==> src/rtl/if_prefetch_unit.sv <==
// Decoupled instruction prefetcher: owns the fetch PC, keeps one memory request
// in flight and buffers returned instructions with their PCs in a ring queue.
module if_prefetch_unit #(
    parameter int                 ADDR_W   = 32,
    parameter int                 INSTR_W  = 32,
    parameter int                 DEPTH    = 4,
    parameter logic [ADDR_W-1:0]  RESET_PC = '0,
    parameter int                 PC_STEP  = 4
) (
    input  logic                         Clock,
    input  logic                         Reset,
    input  logic                         PCWrite,
    input  logic                         BranchFlagID,
    input  logic [ADDR_W-1:0]            BrachAddress,
    input  logic                         JumpControl,
    input  logic [ADDR_W-1:0]            JumpAddress,
    output logic                         ImemReq,
    output logic [ADDR_W-1:0]            ImemAddr,
    input  logic                         ImemAck,
    input  logic                         ImemRspValid,
    input  logic [INSTR_W-1:0]           ImemRspData,
    output logic                         InstrValid,
    input  logic                         InstrReady,
    output logic [INSTR_W-1:0]           Instruction,
    output logic [ADDR_W-1:0]            InstrPC,
    output logic [ADDR_W-1:0]            PCAdder_Out,
    output logic [ADDR_W-1:0]            FetchPC,
    output logic [$clog2(DEPTH+1)-1:0]   Count
);
    localparam int PTR_W = $clog2(DEPTH);
    localparam int CNT_W = $clog2(DEPTH+1);
    localparam logic [CNT_W-1:0]  FULL = CNT_W'(DEPTH);
    localparam logic [ADDR_W-1:0] STEP = ADDR_W'(PC_STEP);

    typedef enum logic [1:0] {IDLE, WAIT, DISCARD} state_t;

    state_t               r_state;
    logic [ADDR_W-1:0]    r_fetch_pc;
    logic [ADDR_W-1:0]    r_req_pc;
    logic [INSTR_W-1:0]   r_q_instr [DEPTH];
    logic [ADDR_W-1:0]    r_q_pc    [DEPTH];
    logic [PTR_W-1:0]     r_rd_ptr;
    logic [PTR_W-1:0]     r_wr_ptr;
    logic [CNT_W-1:0]     r_count;

    logic                 w_redirect;
    logic [ADDR_W-1:0]    w_target;
    logic                 w_xfer;
    logic                 w_push;
    logic                 w_pop;

    assign w_redirect  = BranchFlagID | JumpControl;
    assign w_target    = BranchFlagID ? BrachAddress : JumpAddress;
    // Reset term keeps the request low while the FSM is held in reset
    assign ImemReq     = Reset & (r_state == IDLE) & PCWrite & ~w_redirect & (r_count < FULL);
    assign w_xfer      = ImemReq & ImemAck;
    assign w_push      = (r_state == WAIT) & ImemRspValid & ~w_redirect;
    assign w_pop       = InstrValid & InstrReady & ~w_redirect;

    assign ImemAddr    = r_fetch_pc;
    assign FetchPC     = r_fetch_pc;
    assign Count       = r_count;
    assign InstrValid  = (r_count != '0);
    assign Instruction = r_q_instr[r_rd_ptr];
    assign InstrPC     = r_q_pc[r_rd_ptr];
    assign PCAdder_Out = r_q_pc[r_rd_ptr] + STEP;

    always_ff @(posedge Clock or negedge Reset) begin
        if (!Reset) begin
            r_state    <= IDLE;
            r_fetch_pc <= RESET_PC;
            r_req_pc   <= '0;
            r_rd_ptr   <= '0;
            r_wr_ptr   <= '0;
            r_count    <= '0;
            for (int i = 0; i < DEPTH; i++) begin
                r_q_instr[i] <= '0;
                r_q_pc[i]    <= '0;
            end
        end else if (w_redirect) begin
            // Flush: queue emptied, an outstanding response becomes garbage
            r_fetch_pc <= w_target;
            r_count    <= '0;
            r_rd_ptr   <= r_wr_ptr;
            case (r_state)
                WAIT:    r_state <= ImemRspValid ? IDLE : DISCARD;
                DISCARD: r_state <= ImemRspValid ? IDLE : DISCARD;
                default: r_state <= IDLE;
            endcase
        end else begin
            case (r_state)
                IDLE: begin
                    if (w_xfer) begin
                        r_fetch_pc <= r_fetch_pc + STEP;
                        r_req_pc   <= r_fetch_pc;
                        r_state    <= WAIT;
                    end
                end
                WAIT: begin
                    if (ImemRspValid) r_state <= IDLE;
                end
                DISCARD: begin
                    if (ImemRspValid) r_state <= IDLE;
                end
                default: r_state <= IDLE;
            endcase

            if (w_push) begin
                r_q_instr[r_wr_ptr] <= ImemRspData;
                r_q_pc[r_wr_ptr]    <= r_req_pc;
                r_wr_ptr            <= r_wr_ptr + PTR_W'(1);
            end
            if (w_pop) r_rd_ptr <= r_rd_ptr + PTR_W'(1);

            case ({w_push, w_pop})
                2'b10:   r_count <= r_count + CNT_W'(1);
                2'b01:   r_count <= r_count - CNT_W'(1);
                default: r_count <= r_count;
            endcase
        end
    end
endmodule

==> config.mk <==
export PLATFORM = sky130hd
export DESIGN_NAME = if_prefetch_unit
export DESIGN_NICKNAME = d
export VERILOG_FILES = /design/src/rtl/if_prefetch_unit.sv
export SDC_FILE = /design/constraint.sdc
export NUM_CORES = 1
export LEC_CHECK = 0
export CAP_MARGIN = 10
export CORE_ASPECT_RATIO = 0.9
export CORE_MARGIN = 10
export CORE_UTILIZATION = 49
export DETAILED_ROUTE_END_ITERATION = 6
export DONT_BUFFER_PORTS = 1
export GPL_TIMING_DRIVEN = 0
export PLACE_DENSITY = 0.69
export SLEW_MARGIN = 20
export SYNTH_ARGS = -nofsm -noshare
export SYNTH_HDL_FRONTEND = slang
export SYNTH_SLANG_ARGS = --single-unit
==> constraint.sdc <==
create_clock -name Clock -period 2.35 [get_ports Clock]
set_input_delay 0.47 -clock Clock [delete_from_list [all_inputs] [get_ports Clock]]
set_output_delay 0.47 -clock Clock [all_outputs]
set_load 0.02 [all_outputs]
## Word-level counts from Yosys, hierarchy flattened

Index checks and enable logic that the tools add are counted.

- Bits of input ports: 104
- Flip-flop bits (word level): 329
- Memories: 0
- Memory bits (writable): 0
- Memory bits (read-only): 0
- Logic and storage cells: 79
- Output and inout port bits: 165
- Bits in latches: 0

- $mul: 0
- Bitwise operators: 13
- Shift-type cells: 0
- Magnitude comparators: 4
- Div/mod/pow operators: 0
- Add/subtract/negate cells: 6
- Muxes and demuxes: 24
- Reductions and logical operators: 12
- Eq/ne operators: 6

Operators by type and width:

| kind | number |
|---|---|
| 32-bit two-way mux | 9 |
| 128-bit bitwise mux | 2 |
| 32-bit binary-select mux with 2-bit select | 2 |
| 32-bit by 3-bit adder with 32-bit output (second input constant) | 2 |
| 32-bit demux with 2-bit select | 1 |
| 2-bit two-way mux | 7 |
| 1-bit AND | 9 |
| 3-bit greater-or-equal comparator (second input constant) | 2 |
| 2-bit NOT with 3-bit output | 2 |
| 3-bit case mux with 2 select lines | 1 |
| 2-bit AND reduction | 3 |
| 2-bit nonzero test | 3 |
| 3-bit nonzero test | 2 |
| 2-bit by 1-bit adder with 2-bit output (second input constant) | 2 |
| 2-bit by 1-bit == test with 1-bit output (second input constant) | 2 |
| 2-bit == test (second input constant) | 2 |
| 2-bit case mux with 2 select lines | 1 |
| 3-bit by 1-bit adder with 3-bit output (second input constant) | 1 |
| 3-bit by 1-bit less-than comparator with 1-bit output (second input constant) | 1 |
| 3-bit less-than comparator (second input constant) | 1 |
| 3-bit two-way mux | 1 |
| 3-bit by 1-bit inequality test with 1-bit output (second input constant) | 1 |
| 3-bit inequality test (second input constant) | 1 |
| 3-bit AND reduction | 1 |
| 6 further kinds | 6 |

## Logic depth before layout (Yosys ltp)

- Word-level depth: 9
- Depth in mapped cells: 10
- Gate-level depth less buffers: 10

## Least setup slack after synthesis

No wires, ideal clock.

- Kind: flip-flop to output port
- From: register r_rd_ptr[0]
- To: output PCAdder_Out[12]
- Data arrival time: 2.238 ns
- Path buffers: 1
- Stages on the path, launching flop included: 8
- Path slack: -0.358 ns
- Data required time: 1.880 ns
- Cells stage by stage: dfrtp_1 -> buf_4 -> mux4_2 -> ha_1 -> nand2_1 -> nor3_4 -> and3_1 -> xor2_1

- Word-level cells in the longest chain between the ends: 5

Ends and longest elaborated chain:

| item | line | source |
|---|---|---|
| start, declared | 42 | `logic [PTR_W-1:0] r_rd_ptr;` |
| start signal, assigned | 84 | `r_rd_ptr <= r_wr_ptr;` |
| start signal, assigned | 113 | `if (w_pop) r_rd_ptr <= r_rd_ptr + PTR_W'(1);` |
| 2-bit NOT with 3-bit output | n/a |  |
| 32-bit binary-select mux with 2-bit select | n/a |  |
| 32-bit two-way mux (2 in a row) | n/a |  |
| net InstrPC[2] | 25 | `output logic [ADDR_W-1:0] InstrPC,` |
| 32-bit by 3-bit adder with 32-bit output | 66 | `assign PCAdder_Out = r_q_pc[r_rd_ptr] + STEP;` |
| end, declared | 26 | `output logic [ADDR_W-1:0] PCAdder_Out,` |

The timed path passes the listed nets, and every way through them passes these cells. The select of a mux whose other input is x is not followed.

## Final worst setup path

- From: register r_rd_ptr[0]
- To: output PCAdder_Out[18]

Same word-level chain as after synthesis.

==> metrics.txt <==
Max VDD drop=0.000479 V; Root Buffer=clkbuf_16; DRT Pass-1 Iters=5; core area=~0.032 mm²; leakage=slightly below 0.009 µW; clock skew=roughly 0.021 ns; post-synthesis simple-gate area fraction=8.57%; Post-synth EDFFs=0; mux contribution to synthesized area=about 28%; H-tree depth=2; first-pass GRT wire length=between 60000 and 70000 µm; Setup TNS=-37.24 ns; max cap viols=0; critical path depth in cells=8; Clock power frac=44.7%; unrepaired setup endpoints after global routing=true; most used flip-flop cell after synthesis=dfrtp_1; n_diodes=0; routed len/inst=between 20 and 25 µm; # nets final=1350; Synth Area in Compound Gates=3.35%; Crit-path slowest cell=mux4_2; final hold slack=-0.344 ns; post-route ant nets=0; failing checks=hold timing, setup timing; Cells after Synth=between 1000 and 1500; Post-Route WL=slightly below 40000 µm; status=finished with violations; CP top delay family=multiplexers; Sw Share=between 20% and 30%; all-layer global routing usage=19.3%; HPWL after DPL=27500 µm; Final period util=140%; Mapped Avg Cell Area=about 13 µm²; fmax=about 0.30 GHz; Sink Count=roughly 330; post-route insts no fill=between 1500 and 2000; die width=209 µm; CTS tree=done; Cell Area, Synth=0.0157 mm²; adder-cell share of the synthesized area=less than 1%; vias in the first global route=between 10000 and 15000; worst slew pin tran=0.588 ns; layout cells sized above 1=between 40% and 50%; Yosys cell types=55; #FFs+latches synth=around 330; CP Max Fanout=10; Post-synth ARST share=100%; die area=~0.040 mm²; Clock Path Buffers=3; Psw=between 3000 and 4000 µW; WS Path Type=flop to output port; CP arrival=2.82 ns; Placer Congestion=about 0.84; Inst Count DP=around 1600; Pwr per Cell Area=a little over 700 mW/mm²; slowest cell delay on critical path=0.56 ns; syn_nets=1300; commonest non-fill, non-tap cell in the layout=dfrtp_1; HP Class=input pin to asynchronous set/reset pin; # rows=just over 60; initial core utilization=between 40 and 50%; fin crit period=around 3.3 ns; xor/xnor share of the synthesized area=roughly 2.5%; Pint=roughly 9700 µW; largest net degree at the start of global routing=roughly 330; clock latency on the worst-skew pair=roughly 0.52 ns; crit path launch type=flop; I/O pin cnt=269; main combinational cell family by area after synthesis=multiplexers; port bufs=0; DRC errors left=0; Comb pwr share=under 10%; Die H=between 150 and 200 µm; crit path buf inv count=3; clock-pin slew on the worst setup and hold paths=about 0.06 ns; sequential power share=49.1%; slew margin rel.=about three fifths; Layout area overhead=15.2%; grt ovf=0; commonest non-fill, non-tap cells in the layout=dfrtp_1 (319), mux2_2 (257), nand2_1 (130); share of the yosys chip area belonging to registers=52.5%; final hold violation count=between 300 and 400; vias=just under 10000; pins over their slew limit=0; CP endpoint kind=output port; CP cell instances=buf_6, mux4_2, nand4_1, nor2_4, buf_6, buf_4, nand2_1, xnor2_2; Fillers=roughly 2600; CP Data Required Time=between 1.5 and 2 ns; Syn. warnings=0; worst-case reg-to-reg path depth=7; Final Worst Setup Slack=-0.937 ns; Inserted Clock Buffers=37; initial antenna violation count=0; Final Setup Violations=76; Iter 0 DRT Violations=around 500; Via density=around 6; cell mode on critical path=buf_6
==> worst paths after layout <==
kind / slack (ns) / from / endpoint
setup / recovery: -0.94 / r_rd_ptr[0] / PCAdder_Out[18]
hold / removal: -0.34 / Reset / r_q_instr[91]
setup reg to reg: 0.11 / FetchPC[2] / FetchPC[24]
hold reg to reg: 0.50 / r_q_instr[49] / r_q_instr[49]
max in group asynchronous: 2.29 / Reset / FetchPC[7]
min in group Clock: 0.08 / BrachAddress[2] / FetchPC[2]
==> layer usage <==
| metal | up-vias | part of all wire (%) | track usage (%) |
|---|---|---|---|
| met1 | 5062 | 42 | 23.9 |
| met5 | - | 0 | 0 |
| met4 | 0 | 1.6 | 4.84 |
| met2 | 305 | 50 | 33.0 |
| met3 | 52 | 6.5 | 5.07 |
| li1 | 4381 | - | - |
==> layout make-up <==
class,count,area [µm²],area share [%]
repair buffers,12,110,0.610
clock buffers,52,1060,5.89
flip-flops and latches,329,8250,45.6
inverters,14,52.6,0.291
well taps,416,520,2.88
clock inverters,12,150,0.831
plain buffers,102,734,4.07
multi-input cells,741,7190,39.8
==> logic make-up after synthesis <==
logic type | Yosys count
AO/OA/AOI/OAI | 82
XOR/XNOR | 44
adder cells (fa/ha/maj) | 9
buffers and inverters | 117
flip-flops | 329
multiplexers | 331
AND/OR/NAND/NOR | 275
==> what timing repair did <==
action	4_1_cts	5_1_grt
pin swaps	16	6
endpoints found under the hold margin	329	329
gates resized for setup	51	30
buffers inserted	8	4
endpoints found under the setup margin	96	136
==> cell usage after synthesis (3+ instances only) <==
cell type  instances  area [µm²]
nand2_2            4        25.0
xnor2_1           36         315
nand2b_1           6        37.5
mux4_2            63        1420
o22ai_1            8        50.1
inv_1             13        48.8
nand4_1           21         131
o21ai_0           18        90.1
a211o_1            3        26.3
ha_1               8         100
buf_2             34         170
nor2b_1           12        75.1
xor2_1             8        70.1
buf_4             37         278
dfrtp_1          329        8230
nor4_1             8        50.1
a211oi_1          10        75.1
o31ai_1            7        52.6
mux2i_1           10         100
a21oi_1           19        95.1
clkbuf_1          25        93.8
and4_1             3        26.3
mux2_2           257        2890
nor2_1            22        82.6
nor3_1            16        80.1
nand2_1          133         499
nand3_1           18        90.1
a22oi_1            6        45.0
and2_1             6        37.5
or3_1              3        18.8
buf_1              5        18.8
and3_1             9        56.3
==> worst register-to-register path, delay by kind of cell (launching register included) <==
kind	cells	cell delay (ns)
AOI/OAI and AO/OA	1	0.10
DFF	1	0.52
muxes	1	0.26
and+or+nand+nor	3	0.73
buffers and inverters	1	0.29
adders and majority gates	1	0.22
==> through the flow <==
step / setup slack, ns / util (%) / instance area (µm²) / total power, µW
after floorplan: -0.187 / - / 15900 / 6900
after global placement: -0.735 / 51.9 / 16500 / 7180
after detailed placement: -0.763 / 51.9 / 16500 / 7200
after CTS: -0.970 / 56.6 / 18000 / 13100
after global routing: -1.03 / 56.9 / 18100 / 13400
final: -0.937 / 56.9 / 18100 / 12900
==> flip-flops by register name, indices dropped and copies added (netlist names) <==
register and cells:
FetchPC 32, r_wr_ptr 2, Count 3, r_q_pc 128
r_req_pc 32, r_rd_ptr 2, r_state 2, r_q_instr 128
==> power groups by stage <==
stage          Combinational [µW]  Sequential (µW)  Clock, µW
3_5_place_dp                  764             6440          0
2_1_floorplan                 642             6260          0
3_3_place_gp                  754             6420          0
6_report                      791             6340       5770
4_1_cts                       794             6330       5930
5_1_grt                       875             6390       6140
(Power assumes the default switching activity.)
